==> config.mk <==
export PLATFORM = sky130hd
export DESIGN_NAME = vx_commit_gather_flat
export DESIGN_NICKNAME = d
export VERILOG_FILES = /design/src/rtl/vx_commit_gather_pkg.sv /design/src/rtl/vx_commit_gather_if.sv /design/src/rtl/vx_commit_gather_popcount.sv /design/src/rtl/vx_commit_gather.sv /design/src/flat_wrapper.sv
export SDC_FILE = /design/constraint.sdc
export NUM_CORES = 1
export LEC_CHECK = 0
export ABC_AREA = 1
export ABC_CLOCK_PERIOD_IN_PS = 5650
export CORE_AREA = 4 4 308 310
export CTS_CLUSTER_DIAMETER = 100
export CTS_CLUSTER_SIZE = 16
export DETAILED_ROUTE_END_ITERATION = 10
export DIE_AREA = 0 0 312 314
export PLACE_DENSITY = 0.7
export SLEW_MARGIN = 20
export SYNTH_ARGS = -nofsm -noshare
export SYNTH_HDL_FRONTEND = slang
export SYNTH_SLANG_ARGS = --single-unit
export TNS_END_PERCENT = 10
==> constraint.sdc <==
create_clock -name clk -period 5.65 [get_ports clk]
set_input_delay 1.13 -clock clk [delete_from_list [all_inputs] [get_ports clk]]
set_output_delay 1.13 -clock clk [all_outputs]
set_load 0.1 [all_outputs]
==> src/rtl/vx_commit_gather_pkg.sv <==
// Shared widths, gather FSM states and the commit packet layout for vx_commit_gather.
package vx_commit_gather_pkg;

   localparam int NUM_THREADS = 16;
   localparam int NUM_LANES   = 4;
   localparam int NUM_PKTS    = NUM_THREADS / NUM_LANES;
   localparam int PID_WIDTH   = (NUM_PKTS > 1) ? $clog2(NUM_PKTS) : 1;
   localparam int XLEN        = 32;
   localparam int UUID_WIDTH  = 16;
   localparam int NW_WIDTH    = 2;
   localparam int NR_BITS     = 5;
   localparam int CU_WIDTH    = 1;
   localparam int CNT_WIDTH   = $clog2(NUM_THREADS + 1);

   typedef enum logic [1:0] {
      ST_IDLE   = 2'd0,
      ST_GATHER = 2'd1,
      ST_FULL   = 2'd2
   } gather_state_e;

   typedef struct packed {
      logic [UUID_WIDTH-1:0]     uuid;
      logic [NW_WIDTH-1:0]       wid;
      logic [NUM_LANES-1:0]      tmask;
      logic [XLEN-1:0]           PC;
      logic                      wb;
      logic [NR_BITS-1:0]        rd;
      logic [NUM_LANES*XLEN-1:0] data;
      logic [PID_WIDTH-1:0]      pid;
      logic                      sop;
      logic                      eop;
      logic [CU_WIDTH-1:0]       cu_id;
   } commit_data_t;

   // A packet index is legal only if it addresses a slice inside the full warp.
   function automatic logic pid_in_range(input logic [PID_WIDTH-1:0] pid);
      return ({1'b0, pid} < (PID_WIDTH + 1)'(NUM_PKTS));
   endfunction

endpackage

==> src/rtl/vx_commit_gather_if.sv <==
// Commit handshake bus: producer drives valid/data, consumer drives ready.
interface vx_commit_gather_if;
   import vx_commit_gather_pkg::*;

   logic         valid;
   commit_data_t data;
   logic         ready;

   modport master (output valid, output data, input ready);
   modport slave  (input valid, input data, output ready);

endinterface

==> src/rtl/vx_commit_gather_popcount.sv <==
// Combinational population count of a bit vector.
module vx_commit_gather_popcount #(
   parameter int WIDTH = 16
) (
   input  logic [WIDTH-1:0]             in_bits,
   output logic [$clog2(WIDTH+1)-1:0]   cnt
);

   // Sum the set bits of the input vector.
   always_comb begin
      cnt = '0;
      for (int i = 0; i < WIDTH; i++) begin
         cnt = cnt + ($clog2(WIDTH+1))'(in_bits[i]);
      end
   end

endmodule

==> src/rtl/vx_commit_gather.sv <==
// Reassembles NUM_LANES-wide commit packets into one full-warp writeback and
// emits one retire pulse per instruction; framing violations pulse proto_err.
module vx_commit_gather
   import vx_commit_gather_pkg::*;
(
   input  logic                        clk,
   input  logic                        reset,
   vx_commit_gather_if.slave           commit_if,
   output logic                        wb_valid,
   input  logic                        wb_ready,
   output logic [UUID_WIDTH-1:0]       wb_uuid,
   output logic [NW_WIDTH-1:0]         wb_wid,
   output logic [XLEN-1:0]             wb_PC,
   output logic [NR_BITS-1:0]          wb_rd,
   output logic [NUM_THREADS-1:0]      wb_tmask,
   output logic [NUM_THREADS*XLEN-1:0] wb_data,
   output logic                        retire_valid,
   output logic [NW_WIDTH-1:0]         retire_wid,
   output logic [CNT_WIDTH-1:0]        retire_cnt,
   output logic                        proto_err
);

   gather_state_e               state_r, state_nxt_s, base_state_s;
   logic [UUID_WIDTH-1:0]       uuid_r;
   logic [NW_WIDTH-1:0]         wid_r;
   logic [XLEN-1:0]             pc_r;
   logic [NR_BITS-1:0]          rd_r;
   logic                        wb_r;
   logic [NUM_THREADS-1:0]      tmask_r, tmask_nxt_s;
   logic [NUM_THREADS*XLEN-1:0] data_r, data_nxt_s;
   logic [CNT_WIDTH-1:0]        held_cnt_r, cnt_nxt_s;
   logic                        pend_valid_r;
   logic [NW_WIDTH-1:0]         pend_wid_r;
   logic [CNT_WIDTH-1:0]        pend_cnt_r;
   logic                        retire_valid_r;
   logic [NW_WIDTH-1:0]         retire_wid_r;
   logic [CNT_WIDTH-1:0]        retire_cnt_r;
   logic                        proto_err_r;

   commit_data_t                pkt_s;
   logic                        fire_s, drain_s, accept_s, err_s, done_wb0_s, finish_wb_s;
   int                          lane_base_s;
   logic                        unused_cu_s;

   assign pkt_s            = commit_if.data;
   assign unused_cu_s      = ^pkt_s.cu_id;
   // A held writeback leaving this cycle frees the slot, so a new packet may enter.
   assign commit_if.ready  = (state_r != ST_FULL) || wb_ready;
   assign fire_s           = commit_if.valid && commit_if.ready;
   assign drain_s          = (state_r == ST_FULL) && wb_ready;
   assign lane_base_s      = int'(pkt_s.pid) * NUM_LANES;

   assign wb_valid     = (state_r == ST_FULL);
   assign wb_uuid      = uuid_r;
   assign wb_wid       = wid_r;
   assign wb_PC        = pc_r;
   assign wb_rd        = rd_r;
   assign wb_tmask     = tmask_r;
   assign wb_data      = data_r;
   assign retire_valid = retire_valid_r;
   assign retire_wid   = retire_wid_r;
   assign retire_cnt   = retire_cnt_r;
   assign proto_err    = proto_err_r;

   // Merge the incoming lane slice into the buffers; a sop starts from a cleared warp.
   always_comb begin
      tmask_nxt_s = pkt_s.sop ? '0 : tmask_r;
      data_nxt_s  = pkt_s.sop ? '0 : data_r;
      tmask_nxt_s[lane_base_s +: NUM_LANES]              = pkt_s.tmask;
      data_nxt_s[lane_base_s*XLEN +: NUM_LANES*XLEN]     = pkt_s.data;
   end

   vx_commit_gather_popcount #(.WIDTH(NUM_THREADS)) u_popcount (
      .in_bits (tmask_nxt_s),
      .cnt     (cnt_nxt_s)
   );

   // Classify the accepted packet and choose the next gather state.
   always_comb begin
      base_state_s = drain_s ? ST_IDLE : state_r;
      state_nxt_s  = base_state_s;
      accept_s     = 1'b0;
      err_s        = 1'b0;
      done_wb0_s   = 1'b0;
      finish_wb_s  = pkt_s.sop ? pkt_s.wb : wb_r;
      if (fire_s) begin
         if (!pid_in_range(pkt_s.pid)) begin
            err_s = 1'b1;
         end else if (base_state_s == ST_GATHER) begin
            if (pkt_s.sop) begin
               // Restart: the open instruction is abandoned, the new one is taken.
               err_s    = 1'b1;
               accept_s = 1'b1;
            end else if (pkt_s.wid != wid_r) begin
               err_s = 1'b1;
            end else begin
               accept_s = 1'b1;
            end
         end else begin
            if (pkt_s.sop) begin
               accept_s = 1'b1;
            end else begin
               err_s = 1'b1;
            end
         end
      end else begin
         accept_s = 1'b0;
      end
      if (accept_s) begin
         if (!pkt_s.eop) begin
            state_nxt_s = ST_GATHER;
         end else if (finish_wb_s) begin
            state_nxt_s = ST_FULL;
         end else begin
            state_nxt_s = ST_IDLE;
            done_wb0_s  = 1'b1;
         end
      end else begin
         done_wb0_s = 1'b0;
      end
   end

   // Gather FSM, instruction buffers, retire sequencing and error pulse.
   always_ff @(posedge clk) begin
      if (reset) begin
         state_r        <= ST_IDLE;
         uuid_r         <= '0;
         wid_r          <= '0;
         pc_r           <= '0;
         rd_r           <= '0;
         wb_r           <= 1'b0;
         tmask_r        <= '0;
         data_r         <= '0;
         held_cnt_r     <= '0;
         pend_valid_r   <= 1'b0;
         pend_wid_r     <= '0;
         pend_cnt_r     <= '0;
         retire_valid_r <= 1'b0;
         retire_wid_r   <= '0;
         retire_cnt_r   <= '0;
         proto_err_r    <= 1'b0;
      end else begin
         state_r     <= state_nxt_s;
         proto_err_r <= err_s;
         if (accept_s) begin
            tmask_r    <= tmask_nxt_s;
            data_r     <= data_nxt_s;
            held_cnt_r <= cnt_nxt_s;
            if (pkt_s.sop) begin
               uuid_r <= pkt_s.uuid;
               wid_r  <= pkt_s.wid;
               pc_r   <= pkt_s.PC;
               rd_r   <= pkt_s.rd;
               wb_r   <= pkt_s.wb;
            end else begin
               wb_r <= wb_r;
            end
         end else begin
            tmask_r <= tmask_r;
         end
         // A drain and a no-writeback completion can coincide; the latter waits one cycle.
         if (drain_s || pend_valid_r) begin
            retire_valid_r <= 1'b1;
            retire_wid_r   <= drain_s ? wid_r : pend_wid_r;
            retire_cnt_r   <= drain_s ? held_cnt_r : pend_cnt_r;
            pend_valid_r   <= done_wb0_s;
            pend_wid_r     <= pkt_s.wid;
            pend_cnt_r     <= cnt_nxt_s;
         end else if (done_wb0_s) begin
            retire_valid_r <= 1'b1;
            retire_wid_r   <= pkt_s.wid;
            retire_cnt_r   <= cnt_nxt_s;
            pend_valid_r   <= 1'b0;
         end else begin
            retire_valid_r <= 1'b0;
            pend_valid_r   <= 1'b0;
         end
      end
   end

endmodule

==> src/flat_wrapper.sv <==
// flat-port wrapper written by rule: the top's interface ports become plain ports
module vx_commit_gather_flat import vx_commit_gather_pkg::*;
  (clk, reset, wb_valid, wb_ready, wb_uuid, wb_wid, wb_PC, wb_rd, wb_tmask, wb_data, retire_valid, retire_wid, retire_cnt, proto_err, commit_if_valid, commit_if_data, commit_if_ready);
  vx_commit_gather_if commit_if_i ();
  input  logic clk;
  input  logic reset;
  output logic wb_valid;
  input  logic wb_ready;
  output logic [UUID_WIDTH-1:0] wb_uuid;
  output logic [NW_WIDTH-1:0] wb_wid;
  output logic [XLEN-1:0] wb_PC;
  output logic [NR_BITS-1:0] wb_rd;
  output logic [NUM_THREADS-1:0] wb_tmask;
  output logic [NUM_THREADS*XLEN-1:0] wb_data;
  output logic retire_valid;
  output logic [NW_WIDTH-1:0] retire_wid;
  output logic [CNT_WIDTH-1:0] retire_cnt;
  output logic proto_err;
  input wire logic [$bits(commit_if_i.valid)-1:0] commit_if_valid;
  input wire logic [$bits(commit_if_i.data)-1:0] commit_if_data;
  output wire logic [$bits(commit_if_i.ready)-1:0] commit_if_ready;
  assign commit_if_i.valid = commit_if_valid;
  assign commit_if_i.data = commit_if_data;
  assign commit_if_ready = commit_if_i.ready;
  vx_commit_gather u_core (.clk(clk), .reset(reset), .commit_if(commit_if_i), .wb_valid(wb_valid), .wb_ready(wb_ready), .wb_uuid(wb_uuid), .wb_wid(wb_wid), .wb_PC(wb_PC), .wb_rd(wb_rd), .wb_tmask(wb_tmask), .wb_data(wb_data), .retire_valid(retire_valid), .retire_wid(retire_wid), .retire_cnt(retire_cnt), .proto_err(proto_err));
endmodule
# Word-level counts from Yosys, hierarchy flattened
# Cells that the tools add are included.
[classes]
n_addsub = 17
multipliers = 0
n_div = 0
n_lt_le_gt_ge = 0
eq_ne = 4
n_shift = 4
n_mux = 29
bitwise_logic = 2
n_reduce_logical = 8
[op_table]
columns = ["cell", "n"]
rows = [
  ["bitwise mux 512 bit", 1],
  ["2-to-1 mux 512 bit", 1],
  ["variable shift 128 x 33 -> 512 bit (first input constant)", 1],
  ["variable part select 128 x 33 -> 512 bit", 1],
  ["adder 5 x 1 -> 5 bit", 11],
  ["negation 4 -> 33 bit", 1],
  ["negation 9 -> 33 bit", 1],
  ["variable shift 4 x 33 -> 16 bit (first input constant)", 1],
  ["variable part select 4 x 33 -> 16 bit", 1],
  ["bitwise mux 16 bit", 1],
  ["2-to-1 mux 16 bit", 1],
  ["2-to-1 mux 1 bit", 15],
  ["2-to-1 mux 5 bit", 3],
  ["2-to-1 mux 2 bit", 7],
  ["adder 4 x 1 -> 5 bit", 1],
  ["adder 3 x 1 -> 4 bit", 1],
  ["OR reduction 2 bit", 2],
  ["adder 2 x 1 -> 3 bit", 1],
  ["adder 1 x 1 -> 2 bit", 1],
  ["== test 2 x 1 -> 1 bit (second input constant)", 1],
  ["== test 2 bit (second input constant)", 1],
  ["logical AND 1 bit", 2],
  ["logical OR 1 bit", 2],
  ["!= test 2 bit", 1],
  ["4 further kinds", 5],
]
[totals]
ff_bits = 608
latch_bits = 0
mem_bits_rw = 0
mem_bits_ro = 0
inputBits = 197
wordCells = 80
memories = 0

# Longest topological paths before layout
[depth]
depth_word = 20
mapped_depth = 24
mapped_depth_nobuf = 22

# By module
# From an unflattened synthesis, not the netlist that was laid out.
[unflattened]
hier_cells = 5101
hier_area_um2 = 29796.1
[modules_own_cells]
columns = ["module", "instances", "cells_each", "area_per_inst_um2", "seq_area_each_um2"]
rows = [
  ["vx_commit_gather", 1, 5049, 29381.9, 12171.7],
  ["vx_commit_gather_popcount", 1, 52, 414.1, 0.0],
]

# Worst setup path after synthesis
# Ideal clock, no wire load.
[synth_timing]
path_kind = "input-to-reg"
startpoint = "input commit_if_data[3]"
endpoint = "register u_core.retire_cnt_r[2], in the netlist u_core.retire_cnt[2]"
t_arrival_ns = 5.516
path_slack_ns = 0.019
stages = 20
path_cell_list = "buf_2 > inv_1 > ha_1 > nand2_1 > inv_1 > clkbuf_1 > nand2_1 > o21ai_0 > inv_1 > fa_1 > inv_1 > fa_1 > fa_1 > fa_1 > ha_1 > fa_1 > xnor2_1 > o21ai_0 > a21oi_1 > nor2_1"
[synth_via]
elab_chain_cells = 20
word_cells_on_any_way = 21
cone_classes = "16 x add/sub; 2 x shift; 3 x mux"
[synth_rtl]
columns = ["element", "line", "source"]
rows = [
  ["start: declaration", "flat_wrapper.sv:20", "input wire logic [$bits(commit_if_i.data)-1:0] commit_if_data;"],
  ["negation 4 -> 33 bit (*)", "vx_commit_gather.sv:69", "tmask_nxt_s[lane_base_s +: NUM_LANES] = pkt_s.tmask;"],
  ["variable part select 4 x 33 -> 16 bit / variable shift 4 x 33 -> 16 bit (equally long branches)", "vx_commit_gather.sv:69", ""],
  ["bitwise mux 16 bit (*)", "vx_commit_gather.sv:69", ""],
  ["adder 1 x 1 -> 2 bit", "vx_commit_gather_popcount.sv:13", "cnt = cnt + ($clog2(WIDTH+1))'(in_bits[i]);"],
  ["adder 2 x 1 -> 3 bit", "vx_commit_gather_popcount.sv:13", ""],
  ["adder 3 x 1 -> 4 bit", "vx_commit_gather_popcount.sv:13", ""],
  ["adder 4 x 1 -> 5 bit", "vx_commit_gather_popcount.sv:13", ""],
  ["adder 5 x 1 -> 5 bit (10 in series)", "vx_commit_gather_popcount.sv:13", ""],
  ["adder 5 x 1 -> 5 bit (*)", "vx_commit_gather_popcount.sv:13", ""],
  ["2-to-1 mux 5 bit (*)", "vx_commit_gather.sv:169", "end else if (done_wb0_s) begin"],
  ["2-to-1 mux 5 bit (*)", "vx_commit_gather.sv:162", "if (drain_s || pend_valid_r) begin"],
  ["end signal: assignment", "vx_commit_gather.sv:165", "retire_cnt_r <= drain_s ? held_cnt_r : pend_cnt_r;"],
  ["end signal: assignment", "vx_commit_gather.sv:172", "retire_cnt_r <= cnt_nxt_s;"],
  ["end: declaration", "vx_commit_gather.sv:37", "logic [CNT_WIDTH-1:0] retire_cnt_r;"],
]
# Every way passes the cells marked *; elsewhere a longest branch is shown, timed or not. The select of a mux whose other input is x is not followed.
# A chain may end at the register's enable or synchronous reset.

# Worst setup path in the final report
[layout_timing]
startpoint = "input commit_if_data[4]"
endpoint = "register u_core.retire_cnt_r[4], in the netlist u_core.retire_cnt[4]"
# Same word-level chain as after synthesis.

==> summary.md <==
| Metric | Value |
|---|---|
| Status | complete, no violations |
| Clock share of power | between 20 and 30% |
| Worst slack, placed | -0.390 ns |
| RSZ-0062 raised after global routing | no |
| Post-synth design cell area | between 0.03 and 0.04 sq mm |
| Final Critical Period | 5.40 ns |
| Worst Max-Slew Pin Slew | 1.23 ns |
| DRC | 0 |
| Clock buffer depth | 3 |
| CTS tree | built |
| Worst Path Max Fanout | 3 |
| Worst R2R End | u_core.retire_cnt[4] |
| WP data required | around 6.1 ns |
| Largest family of logic cells by synthesized area | simple AND/OR/NAND/NOR gates |
| Endpoints failing hold | 0 |
| Post-Place Cells | 6961 |
| Post-synthesis sequential area ratio | between 30 and 40% |
| PD cells | approximately 290 mW/mm^2 |
| Max frequency | between 0.15 and 0.2 GHz |
| Antenna viol nets, final | 0 |
| Relative slew slack | 17.9% |
| Layout cells sized above 1 | 2.64% |
| First-pass GRT wire length | ~170000 um |
| Leak Pwr | between 15 and 20 nW |
| Die area | just under 0.1 sq mm |
| Area grow syn2layout | 32.0% |
| Die height | 314 um |
| Final-layout fill cell count | between 9000 and 10000 |
| Clk sinks | 608 |
| Simple-gate portion of the synthesized area | roughly 37% |
| Final wirelength | roughly 120000 um |
| Vias | 30400 |
| Core ar. | a little over 0.09 sq mm |
| Seq cells post-synth | between 600 and 700 |
| TritonCTS Buffers | 46 |
| RR Startpoint | u_core.wb_tmask[11] |
| WHS Endpoint | u_core.wb_rd[4] |
| PortBufs | 789 |
| Worst Hold Class | register to register |
| Synth Area in Adders | between 1 and 1.5% |
| Fin Hold WS | 0.460 ns |
| Crit start category | primary input |
| Rows | around 110 |
| WHS Path Cells | 2 |
| Drt pass-1 iters | 6 |
| Die W | 312 um |
| Avg WL per Cell | ~16 um |
| GRT Util Overall | 22.4% |
| Pin count of the biggest net entering global routing | 148 |
| Period utilization | 95.6% |
| Starting density of the core | ~33% |
| Vias in the first global route | between 20000 and 30000 |
| Complex-gate fraction of the synthesized area | under 10% |
| Netlist cell types | 28 |
| Crit path kind | primary input to register |
| Max-slew violation count | 0 |
| Switching part of the total | around 41% |
| Setup WS post-layout | about 0.25 ns |
| # nets final | approximately 6000 |
| Top-Level Pins | just under 800 |
| Hold_sp | u_core.wb_rd[4] |
| Worst clock skew | 0.0206 ns |
| Clk pin slew, worst setup/hold paths | 0.07 ns |
| Worst setup EP type | register |
| Sw Pwr | 0.00484 W |
| Critical path arrival | 5.89 ns |
| Combinational share of power | between 30% and 40% |
| Hold buffers post-CTS | 0 |
| Flop2flop setup slack | approximately 1.6 ns |
| Mux share of post-synthesis cell area | 0% |
| Clk Latency, worst-skew pair | about 0.6 ns |
| Pint | roughly 0.0070 W |
| Vias per Instance | 4.33 |
| Crit. Startpoint | commit_if_data[4] |
| Sequential power share | approximately two fifths |
| Detailed placement HPWL | 79200 um |
| Mapped Avg Cell Area | slightly below 6 sq um |
| Final setup viols | 0 |
| Root Buffer | clkbuf_16 |
| Post-Synth XOR/XNOR Area | less than 1% |
| Initial DRC Count | ~2200 |
| Non-filler instance count after layout | 7025 |
| Max IR drop VDD | roughly 190 uV |
| Max_cap viols | 0 |
| Post-Synthesis Cells | approximately 5200 |
| Synth Net Count | 5422 |
| Reg2reg path depth | 16 |
| H-tree Lvls | 2 |
| Final Wtd Congestion | slightly below 0.9 |
| Total grt overflow | 0 |
| Number of synthesis warnings | 0 |
| Initial antenna violation count | 9 |
## cell usage in the layout, fill, tap and decap left out, types with 2 or more instances in the layout
master           instances
a21oi_1                 77
buf_12                  15
buf_2                    4
buf_4                   53
clkbuf_16               46
clkdlybuf4s50_1        777
clkinv_8                 2
dfxtp_1                608
diode_2                  7
fa_1                    10
ha_1                    10
inv_1                 1211
inv_2                    3
inv_4                    4
inv_6                    4
inv_8                    2
nand2_1               2269
nand2_2                  2
nand2_4                  2
nand2_8                  3
nand3_1                 76
nand4_1                  3
nor2_1                 584
nor2_4                   5
o211ai_1                 2
o21ai_0                 41
o22ai_1                  5
or2_2                    2
## what timing repair did
item,in CTS,in global routing
setup endpoints to repair,0,3
resized for setup,0,3
buffers inserted,0,1
## synth_stat cells
master | n | area [sq um]
nor3_1 | 1 | 5.00
nand2_2 | 3 | 18.8
buf_1 | 14 | 52.6
clkinv_1 | 1 | 3.75
o211ai_1 | 2 | 15.0
buf_2 | 75 | 375
ha_1 | 10 | 125
nand2_1 | 2272 | 8530
dfxtp_1 | 608 | 12200
clkbuf_1 | 113 | 424
a21oi_2 | 1 | 8.76
or2_2 | 2 | 12.5
and2_1 | 1 | 6.26
o21ai_0 | 42 | 210
inv_1 | 1216 | 4560
nand3_1 | 76 | 380
nand4_1 | 3 | 18.8
inv_2 | 3 | 11.3
buf_4 | 27 | 203
nand2_4 | 1 | 11.3
buf_6 | 49 | 552
o22ai_1 | 6 | 37.5
o21bai_1 | 1 | 7.51
nor2_2 | 1 | 6.26
a21oi_1 | 77 | 385
nor2_1 | 589 | 2210
fa_1 | 10 | 200
xnor2_1 | 1 | 8.76
## per-layer routing
layer / share of wire [%] / global-route usage, % / wire length, um / up-vias
met4: 3.7 / 7.91 / 4230 / 2
met5: 0.011 / 0 / 13 / -
met2: 47 / 38.2 / 54200 / 1052
met3: 7.8 / 5.02 / 9060 / 193
li1: - / - / - / 15700
met1: 42 / 27.9 / 48000 / 13500
## stage by stage
stage / util (%) / total power (W) / setup TNS, ns / area (sq um)
4_1_cts: 44.0 / 0.0119 / 0 / 40300
5_1_grt: 44.0 / 0.0123 / 0 / 40300
3_5_place_dp: 42.6 / 0.00873 / -2.42 / 39000
3_3_place_gp: 42.6 / 0.00870 / -2.15 / 39000
6_report: 44.0 / 0.0118 / 0 / 40300
2_1_floorplan: - / 0.00767 / 0 / 30600
## state kept, by name (all words and copies together) (netlist names), 5 cells and up
signal and cells:
u_core.wb_PC 32, u_core.held_cnt_r 5, u_core.wb_data 512, u_core.wb_rd 5, u_core.retire_cnt 5, u_core.wb_uuid 16, u_core.wb_tmask 16, u_core.pend_cnt_r 5
## critical path, cell delays in order
cell             delay [ns]
clkdlybuf4s50_1        0.48
inv_1                  0.07
buf_4                  0.13
ha_1                   0.18
inv_1                  0.10
buf_4                  0.13
nand2_1                0.08
o21ai_0                0.26
inv_1                  0.09
fa_1                   0.48
inv_1                  0.05
fa_1                   0.46
fa_1                   0.57
fa_1                   0.42
ha_1                   0.23
fa_1                   0.49
nand3_1                0.11
nand2_1                0.09
nand2_1                0.08
nand3_1                0.07
a21oi_1                0.12
nor2_1                 0.07
## area by class of cell
| cell class | instances | area [sq um] | share of cell area (%) |
|---|---|---|---|
| multi-input combinational | 3099 | 12300 | 30.5 |
| antenna | 7 | 17.5 | 0.0434 |
| clock buffer | 47 | 1160 | 2.89 |
| tap | 1186 | 1480 | 3.68 |
| timing repair buffer | 849 | 8500 | 21.1 |
| sequential | 608 | 12200 | 30.2 |
| inverter | 1220 | 4600 | 11.4 |
| clock inverter | 9 | 92.6 | 0.230 |
## how the worst max path moves through the flow
stage,to,slack [ns],cells after the start
after floorplan,u_core.retire_cnt[2],0.02,20
after global placement,u_core.retire_cnt[2],-0.37,18
after detailed placement,u_core.retire_cnt[2],-0.39,18
after CTS,u_core.retire_cnt[2],0.23,18
after global routing,u_core.retire_cnt[2],0.02,19
final,u_core.retire_cnt[4],0.25,22
## cells by family (layout without fill, tap and decap cells)
kind of cell | Yosys count | in the layout
AO/OA/AOI/OAI | 129 | 129
XOR/XNOR | 1 | 1
adder cells (fa/ha/maj) | 20 | 20
buffers and inverters | 1498 | 2125
flip-flops | 608 | 608
other | 0 | 7
AND/OR/NAND/NOR | 2949 | 2949
## power by group through the flow
stage / Combinational (W) / Sequential [W] / Clock (W)
2_1_floorplan: 0.00104 / 0.00663 / 0
3_3_place_gp: 0.00392 / 0.00478 / 0
3_5_place_dp: 0.00394 / 0.00479 / 0
4_1_cts: 0.00395 / 0.00469 / 0.00328
5_1_grt: 0.00418 / 0.00473 / 0.00342
6_report: 0.00394 / 0.00470 / 0.00317
Power figures use the tool's default switching activity.
